$ cat config.mk
export PLATFORM = sky130hd
export DESIGN_NAME = dma_arbiter
export DESIGN_NICKNAME = d
export VERILOG_FILES = /design/src/rtl/dma_arbiter.sv
export SDC_FILE = /design/constraint.sdc
export NUM_CORES = 1
export LEC_CHECK = 0
export ABC_AREA = 0
export BUFFER_PORTS_ARGS = -buffer_cell sky130_fd_sc_hd__buf_2
export CAP_MARGIN = 20
export CORE_UTILIZATION = 47
export CTS_BUF_LIST = sky130_fd_sc_hd__clkbuf_16
export DETAILED_ROUTE_END_ITERATION = 10
export GPL_TIMING_DRIVEN = 0
export PLACE_DENSITY = 0.88
export RECOVER_POWER = 25
export SETUP_SLACK_MARGIN = 0.4
export SYNTH_ARGS = -nofsm -noshare
export SYNTH_HDL_FRONTEND = slang
export SYNTH_SLANG_ARGS = --single-unit
$ cat constraint.sdc
create_clock -name clk -period 4 [get_ports clk]
set_input_delay 0.4 -clock clk [delete_from_list [all_inputs] [get_ports clk]]
set_output_delay 0.4 -clock clk [all_outputs]
set_load 0.01 [all_outputs]
$ cat src/rtl/dma_arbiter.sv
// rtl/dma_arbiter.sv - round-robin arbiter sharing one DMA core among N requesters
//
// Purpose: picks one requester at a time (round-robin from ptr), latches its
// descriptor, fires a one-cycle start pulse to the DMA core and holds the
// grant until the core reports completion or the watchdog expires.
//
// Ports:
//   clk, rst_n          clock, asynchronous active-low reset
//   req[N]              request levels (0=conv, 1=pool, 2=usb)
//   req_addr/len/wr     per-requester descriptors, slice i = requester i
//   gnt[N]              one-hot grant, held for the whole transfer
//   done[N]             one-cycle completion pulse to the winner
//   dma_start           one-cycle start pulse to the DMA core
//   dma_addr/len/wr     latched descriptor, stable while granted
//   dma_done            completion pulse from the DMA core
//   err, err_id         watchdog pulse and sticky index of the timed-out requester
module dma_arbiter #(
  parameter int N       = 3,
  parameter int AW      = 32,
  parameter int LW      = 16,
  parameter int TIMEOUT = 4096
) (
  input  logic            clk,
  input  logic            rst_n,
  input  logic [N-1:0]    req,
  input  logic [N*AW-1:0] req_addr,
  input  logic [N*LW-1:0] req_len,
  input  logic [N-1:0]    req_wr,
  output logic [N-1:0]    gnt,
  output logic [N-1:0]    done,
  output logic            dma_start,
  output logic [AW-1:0]   dma_addr,
  output logic [LW-1:0]   dma_len,
  output logic            dma_wr,
  input  logic            dma_done,
  output logic            err,
  output logic [1:0]      err_id
);

  localparam int PW = (N > 1) ? $clog2(N) : 1;
  localparam int CW = PW + 1;
  localparam int TW = (TIMEOUT > 0) ? $clog2(TIMEOUT + 1) : 1;
  localparam logic [TW-1:0] TLAST = (TIMEOUT > 0) ? TW'(TIMEOUT - 1) : '0;
  localparam logic [PW-1:0] PLAST = PW'(N - 1);
  localparam logic [N-1:0]  ONE   = N'(1);

  typedef enum logic [1:0] {IDLE, ISSUE, WAIT} state_t;

  state_t        state;
  logic [PW-1:0] ptr;
  logic [PW-1:0] own;
  logic [TW-1:0] timer;

  logic          win_found;
  logic [PW-1:0] win_idx;
  logic [CW-1:0] cand;
  logic [AW-1:0] win_addr;
  logic [LW-1:0] win_len;
  logic          win_wr;

  function automatic logic [PW-1:0] next_ptr(input logic [PW-1:0] p);
    if (p == PLAST) return '0;
    return p + PW'(1);
  endfunction

  // Scan ptr, ptr+1, ... mod N; cand is one bit wider so the sum cannot wrap
  // before the explicit mod-N correction.
  always_comb begin
    win_found = 1'b0;
    win_idx   = '0;
    cand      = '0;
    for (int k = 0; k < N; k++) begin
      cand = {1'b0, ptr} + CW'(k);
      if (cand >= CW'(N)) cand = cand - CW'(N);
      if (!win_found && req[cand[PW-1:0]]) begin
        win_found = 1'b1;
        win_idx   = cand[PW-1:0];
      end
    end
  end

  always_comb begin
    win_addr = '0;
    win_len  = '0;
    win_wr   = 1'b0;
    for (int i = 0; i < N; i++) begin
      if (win_idx == PW'(i)) begin
        win_addr = req_addr[i*AW +: AW];
        win_len  = req_len[i*LW +: LW];
        win_wr   = req_wr[i];
      end
    end
  end

  // TLAST is only reachable when the watchdog is enabled.
  logic expire;
  assign expire = (TIMEOUT > 0) && (timer == TLAST);

  always_ff @(posedge clk or negedge rst_n) begin
    if (!rst_n) begin
      state     <= IDLE;
      ptr       <= '0;
      own       <= '0;
      timer     <= '0;
      gnt       <= '0;
      done      <= '0;
      dma_start <= 1'b0;
      dma_addr  <= '0;
      dma_len   <= '0;
      dma_wr    <= 1'b0;
      err       <= 1'b0;
      err_id    <= '0;
    end else begin
      done      <= '0;
      err       <= 1'b0;
      dma_start <= 1'b0;
      case (state)
        IDLE: begin
          if (win_found) begin
            if (win_len == '0) begin
              // Nothing to move: acknowledge straight away without the DMA core.
              done <= ONE << win_idx;
              ptr  <= next_ptr(win_idx);
            end else begin
              own       <= win_idx;
              gnt       <= ONE << win_idx;
              dma_start <= 1'b1;
              dma_addr  <= win_addr;
              dma_len   <= win_len;
              dma_wr    <= win_wr;
              state     <= ISSUE;
            end
          end
        end
        ISSUE: begin
          // dma_done here belongs to nobody and is ignored.
          timer <= '0;
          state <= WAIT;
        end
        WAIT: begin
          if (dma_done) begin
            // Completion beats a watchdog expiry in the same cycle.
            gnt   <= '0;
            done  <= ONE << own;
            ptr   <= next_ptr(own);
            timer <= '0;
            state <= IDLE;
          end else if (expire) begin
            gnt    <= '0;
            err    <= 1'b1;
            err_id <= 2'(own);
            ptr    <= next_ptr(own);
            timer  <= '0;
            state  <= IDLE;
          end else if (timer != '1) begin
            timer <= timer + TW'(1);
          end
        end
        default: state <= IDLE;
      endcase
    end
  end

endmodule

==> metrics.yaml, run 1 <==
run_status:
  status: "complete, no violations"
synth:
  synthMuxAreaShare_pct: 11.76
  netlist_area_mm2: 0.004532
  synthArstFlopShare_pct: 100.0
  yosysSeqAreaShare_pct: 43.07
  synth_edf_count: 0
  synth-main-ff-cell: "dfrtp_1"
  synth-compound-area-share_pct: 18.19
  synthSimpleGateAreaFrac_pct: 19.30
  syn_nets: 632
  syn_inst: 471
  synth_cell_types: 58
  synth_warnings: 0
  synthAdderAreaFrac_pct: 2.209
  synth_top_family_by_area: "simple AND/OR/NAND/NOR gates"
  ys_ff_latch: 78
  synthXorXnorAreaFrac_pct: 0.9663
  syn_avg_cell_area_um2: 9.622
run:
  cap_violations: 0
sta:
  period_share_pct: 89.05
  finClkSkew_ns: 0.007179
  fmax_mhz: 280.7
  drv_slew: 0
  setup_ws_ns: 0.4381
  worstMarginPinSlew_ns: 1.404
  relSlewSlack_pct: 6.400
  hold_viol_final: 0
  setup_viol: 0
  finalSetupTns_ns: 0
  period_needed_ns: 3.562
  rsz0062_at_grt: "true"
pwr:
  power_frac_comb_pct: 64.6
  power.leakage_nw: 3.187
  power.share.clock_pct: 13.1
  power_density_mw_per_mm2: 945.6
  ir_worst_vdd_mv: 0.4208
  p_int_mw: 3.349
  netSwitchingFraction_pct: 43.55
  netSwitchingPower_mw: 2.584
  p_seq_share_pct: 22.3
clocking:
  cts_sinks: 78
  cts.clk_slew.worst_paths_ns: 0.06
  cts_made_buffers: 9
  tritoncts: "yes"
  cts_root_buffer: "clkbuf_16"
  worstSkewPairLatency_ns: 0.33
  cts_buffer_depth: 2
  htreeDepth: 3
worst_setup_path:
  crit_slowest_cell: "dfrtp_2"
  reg2reg_slack_ns: 0.44
  cp-end-kind: "flip-flop"
  crit_chain: "inv_2 > ha_4 > or3b_1 > o32a_1 > and4_4 > buf_6 > or4_4 > a32oi_2 > nand4_1 > nand4bb_1 > buf_6 > nand3_4 > inv_8 > clkbuf_16 > mux2_4"
  cp.arrival_ns: 3.77
  critical_path_required_ns: 4.21
  cpMostUsedCell: "buf_6"
  slowest_delay_ns: 0.45
  path_class: "flip-flop to flip-flop"
  timing.rr.start: "ptr[1]$_DFFE_PN0P_"
  cp-start-kind: "flip-flop"
  crit_path_max_fanout: 10
  timing.rr.end: "dma_addr[24]$_DFFE_PN0P_"
  r2r_cells: 15
route:
  routedWlPerCell_um: 16.94
  ant_nets: 0
  via_per_inst: 5.647
  num_vias: 4749
  drc: 0
  routed_wl_um: 14250
  drt_iter0_drc: 302
  drt_first_pass_iters: 5
finish:
  fin_cells: 841
  area_delta_synth_final_pct: 38.43
  fin_util_pct: 67.57
  fin_area_mm2: 0.006274
  final_cell_mix: "buf_2, dfrtp_1, nor2_1, nand2_1, inv_1"
  final_common_cell: "buf_2"
  antennaDiodeCount: 0
  nets: 868
  drive_above_1_share_pct: 41.29
global_routing:
  grt_first_pass_wirelength_um: 22340
  grt_max_degree: 57
  track_usage_pct: 28.43
  antenna_found_initial: 0
  grt-ovfl-total: 0
  grt_pass1_vias: 4614
hold_path:
  min_from: "req_addr[18]"
  holdPathEnd: "dma_addr[18]$_DFFE_PN0P_"
  min_path_type: "primary input to flip-flop"
  worstHoldPathCells: 3
floorplan:
  core_mm2: 0.009284
  ios: 212
  num_rows: 35
  die_area_mm2: 0.01004
  die_x_um: 100.2
  initial_utilization_pct: 48.81
  fp.dieH_um: 100.2
place:
  dp_slack_ns: -0.3532
  gp_congestion: 0.9385
  place_hpwl_um: 10680
  port_buffers: 211
  place_area_mm2: 0.005779
  dpl.cell_count: 812
## flip-flops by register name, summed over array words and instances (netlist names)
name       count
dma_addr      32
dma_len       16
timer         13
done           3
gnt            3
err_id         2
own            2
ptr            2
state          2
dma_start      1
dma_wr         1
err            1
## area by class of cell
class	count	area [um^2]
fill	724	3010
multi-input combinational	347	2444
sequential	78	1953
timing repair buffer	225	1177
clock buffer	9	225.2
buffer	26	172.7
tap	129	161.4
inverter	20	82.58
clock inverter	7	57.56
## cells by family after synthesis
kind of cell,after synthesis
mux,43
compound gates,110
flops,78
xor+xnor,5
fa+ha+maj,8
buf+inv,46
simple gates,181
## cell usage after synthesis, types with 8 or more instances
master	instances	share of area, %
clkbuf_1	17	1.4
a222oi_1	11	2.4
o21ai_0	13	1.4
o22ai_1	8	1.1
dfrtp_1	78	43
mux2i_1	15	3.3
nand2b_1	14	1.9
mux2_4	18	6.0
a21o_1	18	3.0
a31oi_1	16	2.2
o221ai_1	8	1.5
nor2_1	60	5.0
ha_1	8	2.2
nand2_1	57	4.7
inv_1	19	1.6
nand4_1	8	1.1
## power by group through the flow
stage          Sequential [mW]  Clock [mW]  Combinational [mW]
3_5_place_dp              1.32           0                3.46
6_report                  1.32       0.779                3.83
2_1_floorplan             1.43           0                2.29
3_3_place_gp              1.31           0                3.32
5_1_grt                   1.35       0.831                4.14
4_1_cts                   1.31       0.789                3.62
## metrics by stage
| stage | hold slack, ns | total power [mW] |
|---|---|---|
| 3_5_place_dp | 0.3218 | 4.783 |
| 2_1_floorplan | 0.1044 | 3.720 |
| 3_3_place_gp | 0.4556 | 4.627 |
| 4_1_cts | 0.3728 | 5.721 |
| 5_1_grt | 0.3973 | 6.329 |
| 6_report | 0.3741 | 5.932 |
## what timing repair did
action | in CTS | in global routing
pin swaps | 4 | 5
setup endpoints to repair | 61 | 47
resized for setup | 19 | 18
endpoints found under the hold margin | 22 | 0
buffers inserted | 4 | 7
hold buffers | 1 | 0
cloned | 0 | 1
## worst max-delay path: cells and delay by family (launching register included)
family                     cells  cell delay [ns]
AOI/OAI and AO/OA              2             0.42
adders and majority gates      1             0.17
buffers and inverters          5             0.62
and+or+nand+nor                6             1.49
DFF                            1             0.45
muxes                          1             0.29
## worst max-delay path by stage
stage,slack [ns],to,startpoint
after floorplan,0.55,dma_addr[15]$_DFFE_PN0P_,ptr[0]$_DFFE_PN0P_
after detailed placement,-0.35,dma_addr[23]$_DFFE_PN0P_,ptr[0]$_DFFE_PN0P_
after global routing,0.35,dma_addr[24]$_DFFE_PN0P_,ptr[1]$_DFFE_PN0P_
after CTS,0.40,dma_addr[19]$_DFFE_PN0P_,ptr[0]$_DFFE_PN0P_
after global placement,-0.17,dma_addr[21]$_DFFE_PN0P_,ptr[0]$_DFFE_PN0P_
final,0.44,dma_addr[24]$_DFFE_PN0P_,ptr[1]$_DFFE_PN0P_
## layer usage
layer	global-route usage [%]	wire length (um)	part of all wire (%)	up-vias
met4	10.81	357	2.5	0
met1	34.84	5700	40	2237
met2	49.47	7121	50	274
met3	5.641	1071	7.5	41
li1	-	-	-	2197
met5	0	0	0	-
Note: power is estimated with default switching activity, not from simulation.
==> inputs of run 2 (changes only) <==
--- a/config.mk
+++ b/config.mk
@@ -8,11 +8,11 @@
 export ABC_AREA = 0
 export BUFFER_PORTS_ARGS = -buffer_cell sky130_fd_sc_hd__buf_2
 export CAP_MARGIN = 20
-export CORE_UTILIZATION = 47
+export CORE_UTILIZATION = 45
 export CTS_BUF_LIST = sky130_fd_sc_hd__clkbuf_16
 export DETAILED_ROUTE_END_ITERATION = 10
 export GPL_TIMING_DRIVEN = 0
-export PLACE_DENSITY = 0.88
+export PLACE_DENSITY = 0.85
 export RECOVER_POWER = 25
 export SETUP_SLACK_MARGIN = 0.4
 export SYNTH_ARGS = -nofsm -noshare
==> constraint.sdc (replaced) <==
create_clock -name clk -period 4.55 [get_ports clk]
set_input_delay 0.455 -clock clk [delete_from_list [all_inputs] [get_ports clk]]
set_output_delay 0.455 -clock clk [all_outputs]
set_load 0.01 [all_outputs]
==> metrics.yaml, run 2 (same netlist as run 1, synthesis figures left out) <==
worst_setup_path:
  cp-end-kind: "flip-flop"  # unchanged
  timing.rr.end: "dma_addr[23]$_DFFE_PN0P_"  # was dma_addr[24]$_DFFE_PN0P_
  reg2reg_slack_ns: 0.64  # was 0.44 ns
  path_class: "flip-flop to flip-flop"  # unchanged
  r2r_cells: 15  # unchanged
  cp-start-kind: "flip-flop"  # unchanged
  timing.rr.start: "ptr[0]$_DFFE_PN0P_"  # was ptr[1]$_DFFE_PN0P_
  cp.arrival_ns: 4.13  # was 3.77 ns
  critical_path_required_ns: 4.77  # was 4.21 ns
  crit_path_max_fanout: 10  # unchanged
floorplan:
  num_rows: 36  # was 35
  initial_utilization_pct: 46.36  # was 48.81%
  die_x_um: 102.4  # was 100.2 um
  ios: 212  # unchanged
  core_mm2: 0.009774  # was 0.009284 mm^2
  fp.dieH_um: 102.4  # was 100.2 um
  die_area_mm2: 0.01048  # was 0.01004 mm^2
clocking:
  tritoncts: "yes"  # unchanged
  cts_root_buffer: "clkbuf_16"  # unchanged
  cts_buffer_depth: 2  # unchanged
  cts_sinks: 78  # unchanged
  htreeDepth: 3  # unchanged
  cts.clk_slew.worst_paths_ns: 0.06  # about the same
  cts_made_buffers: 9  # unchanged
  worstSkewPairLatency_ns: 0.33  # about the same
route:
  routed_wl_um: 14160  # was 14250 um
  ant_nets: 0  # unchanged
  routedWlPerCell_um: 16.98  # was 16.94 um
  via_per_inst: 5.609  # was 5.647
  drt_iter0_drc: 255  # was 302
  num_vias: 4678  # was 4749
  drc: 0  # unchanged
  drt_first_pass_iters: 5  # unchanged
global_routing:
  grt_pass1_vias: 4385  # was 4614
  grt_first_pass_wirelength_um: 21090  # was 22340 um
  grt_max_degree: 58  # was 57
  track_usage_pct: 26.50  # was 28.43%
  grt-ovfl-total: 0  # unchanged
  antenna_found_initial: 0  # unchanged
finish:
  area_delta_synth_final_pct: 34.98  # was 38.43%
  regMostFlops: "dma_addr"  # unchanged
  fin_cells: 834  # was 841
  nets: 857  # was 868
  antennaDiodeCount: 0  # unchanged
  drive_above_1_share_pct: 38.94  # was 41.29%
  final_cell_mix: "buf_2, dfrtp_1, nor2_1, nand2_1, inv_1"  # unchanged
  final_common_cell: "buf_2"  # unchanged
  largest_reg_flops: 32  # unchanged
  largestRegisters: "dma_addr: 32 flops, dma_len: 16 flops, timer: 13 flops"  # unchanged
  fin_util_pct: 62.58  # was 67.57%
pwr:
  power.leakage_nw: 3.126  # was 3.187 nW
  power_density_mw_per_mm2: 822.2  # was 945.6 mW/mm^2
  ir_worst_vdd_mv: 0.3113  # was 0.4208 mV
run_status:
  status: "complete, but fails checks"  # was complete, no violations
  violations: "capacitance limit, slew limit"
sta:
  finalSetupTns_ns: 0  # unchanged
  whs_ns: 0.3202  # was 0.3741 ns
  rsz0062_at_grt: "false"  # was true
  worstMarginPinSlew_ns: 2.632  # was 1.404 ns
  fmax_mhz: 255.5  # was 280.7 MHz
  setup_viol: 0  # unchanged
  period_needed_ns: 3.915  # was 3.562 ns
  period_share_pct: 86.03  # was 89.05%
  relSlewSlack_pct: -75.48  # was 6.400%
  drv_slew: 58  # was 0
  hold_viol_final: 0  # unchanged
  finClkSkew_ns: 0.006371  # was 0.007179 ns
place:
  place_hpwl_um: 10920  # was 10680 um
  dpl.cell_count: 816  # was 812
  gp_congestion: 0.9197  # was 0.9385
  port_buffers: 211  # unchanged
run:
  cap_violations: 1  # was 0
hold_path:
  min_path_type: "primary input to async pin"  # was primary input to flip-flop
-- run 2: routing by layer --
metal	vias up	GRT usage (%)	part of all wire (%)
met5	-	0	0
met4	0	11.76	2.8
met3	37	4.856	7.3
met2	245	46.31	49
met1	2229	31.82	41
li1	2167	-	-
-- run 2: worst max path at each step --
stage	startpoint	to	slack (ns)	cells after the start
after detailed placement	ptr[0]$_DFFE_PN0P_	dma_addr[24]$_DFFE_PN0P_	0.18	15
after global routing	rst_n	dma_len[12]$_DFFE_PN0P_	0.22	2
after CTS	ptr[0]$_DFFE_PN0P_	dma_addr[23]$_DFFE_PN0P_	0.41	16
final	ptr[0]$_DFFE_PN0P_	dma_addr[23]$_DFFE_PN0P_	0.64	15
after global placement	ptr[0]$_DFFE_PN0P_	dma_addr[19]$_DFFE_PN0P_	0.40	15
after floorplan	ptr[0]$_DFFE_PN0P_	dma_addr[15]$_DFFE_PN0P_	1.10	15
-- run 2: what timing repair did --
action	CTS	global route
hold buffers	0	0
pin swaps	0	1
setup buffers	0	2
gates resized for setup	3	7
endpoints found under the setup margin	35	35
cloned	0	0
-- run 2: layout make-up --
type                    instances  area (um^2)
fillers                       827         3657
multi-input cells             347         2396
flip-flops and latches         78         1952
repair buffers                214         1080
clock buffers                   9        225.2
well taps                     133        166.4
plain buffers                  26        130.1
clock inverters                 7        90.09
inverters                      20        77.57
-- run 2: worst max-delay path, cell delays in order (launching register included) --
cell and delay [ns]:
dfrtp_1 0.39, inv_1 0.08, ha_1 0.40, nand4bb_1 0.21
and2_1 0.19, a21oi_1 0.31, clkbuf_1 0.49, a221o_1 0.28
a311oi_1 0.06, nand4_1 0.13, nand4bb_1 0.14, buf_2 0.23
nand3_4 0.16, inv_4 0.19, buf_6 0.21, mux2_4 0.32
-- run 2: report_power, final --
group	total, mW	switching [mW]	internal (mW)
Sequential	1.17	0.172	0.994
Combinational	3.11	1.75	1.36
Clock	0.756	0.279	0.477
Total	5.03	2.20	2.83
-- run 2: through the flow --
stage	area, um^2	worst slack (ns)	total power, mW
floorplan	4532	1.098	3.270
global placement	5754	0.3953	4.065
detailed placement	5784	0.1844	4.201
CTS	6110	0.4112	4.997
global route	6117	0.2171	5.384
finish	6117	0.6354	5.029
==> inputs of run 3 (changes only) <==
--- a/config.mk
+++ b/config.mk
@@ -8,11 +8,11 @@
 export ABC_AREA = 0
 export BUFFER_PORTS_ARGS = -buffer_cell sky130_fd_sc_hd__buf_2
 export CAP_MARGIN = 20
-export CORE_UTILIZATION = 45
+export CORE_UTILIZATION = 24
 export CTS_BUF_LIST = sky130_fd_sc_hd__clkbuf_16
 export DETAILED_ROUTE_END_ITERATION = 10
 export GPL_TIMING_DRIVEN = 0
-export PLACE_DENSITY = 0.85
+export PLACE_DENSITY = 0.54
 export RECOVER_POWER = 25
 export SETUP_SLACK_MARGIN = 0.4
 export SYNTH_ARGS = -nofsm -noshare
==> metrics.yaml, run 3 (same netlist as run 1, synthesis figures left out) <==
global_routing:
  grt_first_pass_wirelength_um: 23490  # was 21090 um
  grt-ovfl-total: 0  # unchanged
  track_usage_pct: 15.88  # was 26.50%
  antenna_found_initial: 0  # unchanged
  grt_max_degree: 44  # was 58
  grt_pass1_vias: 4248  # was 4385
pwr:
  power.leakage_nw: 3.137  # was 3.126 nW
  power_density_mw_per_mm2: 813.2  # was 822.2 mW/mm^2
  ir_worst_vdd_mv: 0.2266  # was 0.3113 mV
clocking:
  cts_root_buffer: "clkbuf_16"  # unchanged
  cts_made_buffers: 9  # unchanged
  htreeDepth: 3  # unchanged
  cts_buffer_depth: 2  # unchanged
  cts_sinks: 78  # unchanged
  cts.clk_slew.worst_paths_ns: 0.06  # about the same
  worstSkewPairLatency_ns: 0.35  # was 0.33 ns
  tritoncts: "yes"  # unchanged
worst_setup_path:
  cpMostUsedCell: "buf_6"  # was nand4bb_1
  crit_chain: "inv_1 > ha_1 > or3b_1 > o32a_1 > and4_4 > buf_6 > or4_1 > a32oi_1 > nand4_1 > nand4bb_1 > buf_2 > nand3_4 > inv_4 > buf_6 > mux2_4"  # was inv_1 > ha_1 > nand4bb_1 > and2_1 > a21oi_1 > clkbuf_1 > a221o_1 > a311oi_1 > nand4_1 > nand4bb_1 > buf_2 > nand3_4 > inv_4 > buf_6 > mux2_4
  slowest_delay_ns: 0.42  # was 0.49 ns
  cp-start-kind: "flip-flop"  # unchanged
  crit_family: "simple AND/OR/NAND/NOR gates"  # was buffers and inverters
  crit_path_max_fanout: 10  # unchanged
  path_buf_inv: 5  # unchanged
  path_class: "flip-flop to flip-flop"  # unchanged
  cp.arrival_ns: 4.13  # about the same
  crit_slowest_cell: "or4_1"  # was clkbuf_1
  critical_path_required_ns: 4.78  # was 4.77 ns
  cp-end-kind: "flip-flop"  # unchanged
place:
  port_buffers: 211  # unchanged
  gp_congestion: 0.7919  # was 0.9197
  place_area_mm2: 0.005904  # was 0.005784 mm^2
  place_hpwl_um: 11840  # was 10920 um
floorplan:
  num_rows: 49  # was 36
  ios: 212  # unchanged
  die_x_um: 139.4  # was 102.4 um
  fp.dieH_um: 139.4  # was 102.4 um
  die_area_mm2: 0.01944  # was 0.01048 mm^2
  initial_utilization_pct: 24.89  # was 46.36%
  core_mm2: 0.01821  # was 0.009774 mm^2
route:
  drt_iter0_drc: 213  # was 255
  drt_first_pass_iters: 6  # was 5
  num_vias: 4383  # was 4678
  drc: 0  # unchanged
  routed_wl_um: 15140  # was 14160 um
  ant_nets: 0  # unchanged
  via_per_inst: 4.703  # was 5.609
  routedWlPerCell_um: 16.25  # was 16.98 um
sta:
  period_share_pct: 85.69  # was 86.03%
  fmax_mhz: 256.5  # was 255.5 MHz
  relSlewSlack_pct: -36.76  # was -75.48%
  setup_viol: 0  # unchanged
  rsz0062_at_grt: "false"  # unchanged
  hold_viol_final: 0  # unchanged
  period_needed_ns: 3.899  # was 3.915 ns
  worstMarginPinSlew_ns: 2.051  # was 2.632 ns
  finalSetupTns_ns: 0  # unchanged
  drv_slew: 36  # was 58
  finClkSkew_ns: 0.004978  # was 0.006371 ns
finish:
  largestRegisters: "dma_addr: 32 flops, dma_len: 16 flops, timer: 13 flops"  # unchanged
  area_delta_synth_final_pct: 38.60  # was 34.98%
  regMostFlops: "dma_addr"  # unchanged
  largest_reg_flops: 32  # unchanged
  fin_area_mm2: 0.006281  # was 0.006117 mm^2
  final_common_cell: "buf_2"  # unchanged
  nets: 858  # was 857
  drive_above_1_share_pct: 39.46  # was 38.94%
  num-fill-cells: 1904  # was 827
  final_cell_mix: "buf_2, dfrtp_1, nor2_1, nand2_1, inv_1"  # unchanged
run:
  cap_violations: 1  # unchanged
run_status:
  status: "complete, but fails checks"  # unchanged
  violations: "capacitance limit, slew limit"  # unchanged
hold_path:
  min_path_type: "primary input to flip-flop"  # was primary input to async pin
run 3: changes by cell type in the layout (fill, tap and decap cells not counted), sizes merged:
cell	delta
clkdlybuf4s25	-1
buf	+2
diode	+1
clkinv	-1
clkinvlp	+1
run 3: worst register-to-register path: cells and delay by family, from the launching register on:
kind / cells / cell delay [ns]
buffers and inverters: 5 / 0.68
and+or+nand+nor: 6 / 1.58
adders and majority gates: 1 / 0.39
muxes: 1 / 0.31
AOI/OAI and AO/OA: 2 / 0.43
DFF: 1 / 0.39
run 3: cell type report:
type	count	area, um^2	area share [%]
Inverter	20	77.57	1.235
Antenna cell	1	2.502	0.03984
Buffer	26	133.9	2.131
Clock buffer	9	225.2	3.586
Timing Repair Buffer	215	1105	17.59
Sequential cell	78	1952	31.08
Multi-Input combinational cell	347	2402	38.25
Tap cell	229	286.5	4.562
Clock inverter	7	96.34	1.534
run 3: final timing paths:
path                            depth (start not counted)  slack, ns                        to                    from
worst max-delay path                                   15       0.65  dma_addr[26]$_DFFE_PN0P_      ptr[0]$_DFFE_PN0P_
worst min-delay path                                    3       0.40  dma_addr[30]$_DFFE_PN0P_            req_addr[30]
worst max register to register                         15       0.65  dma_addr[26]$_DFFE_PN0P_      ptr[0]$_DFFE_PN0P_
worst min register to register                          1       0.47    dma_len[3]$_DFFE_PN0P_  dma_len[3]$_DFFE_PN0P_
max in group asynchronous                               1       2.67    dma_len[3]$_DFFE_PN0P_                   rst_n
min in group asynchronous                               1       0.68  dma_addr[18]$_DFFE_PN0P_                   rst_n
run 3: layer usage:
| layer | GRT usage, % | share of wire (%) | wire (um) |
|---|---|---|---|
| met1 | 20.27 | 45 | 6787 |
| met5 | 0 | 0 | 0 |
| met3 | 3.820 | 5.6 | 844 |
| met4 | 4.971 | 1.5 | 228 |
| met2 | 26.37 | 48 | 7284 |
run 3: timing repair:
action	4_1_cts	5_1_grt
pin swaps	0	2
buffers inserted	0	3
cloned	0	0
setup endpoints to repair	45	35
gates resized for setup	5	9
hold buffers	0	0
run 3: power by group:
group / leakage, nW / internal, mW / switching [mW] / total, mW
clock: 0.150 / 0.481 / 0.302 / 0.783
sequential: 0.970 / 0.993 / 0.155 / 1.15
combinational: 2.02 / 1.39 / 1.79 / 3.18
total: 3.14 / 2.86 / 2.25 / 5.11
run 3: through the flow:
step	total power [mW]	utilization, %	hold WS [ns]	setup slack, ns	std cells
2_1_floorplan	3.270	-	0.1594	1.098	471
3_3_place_gp	4.298	32.26	0.4540	0.1541	911
3_5_place_dp	4.312	32.43	0.4556	0.1133	912
4_1_cts	5.149	34.30	0.07489	0.4163	928
5_1_grt	5.568	34.48	0.4320	0.4054	931
6_report	5.108	34.49	0.4041	0.6509	932
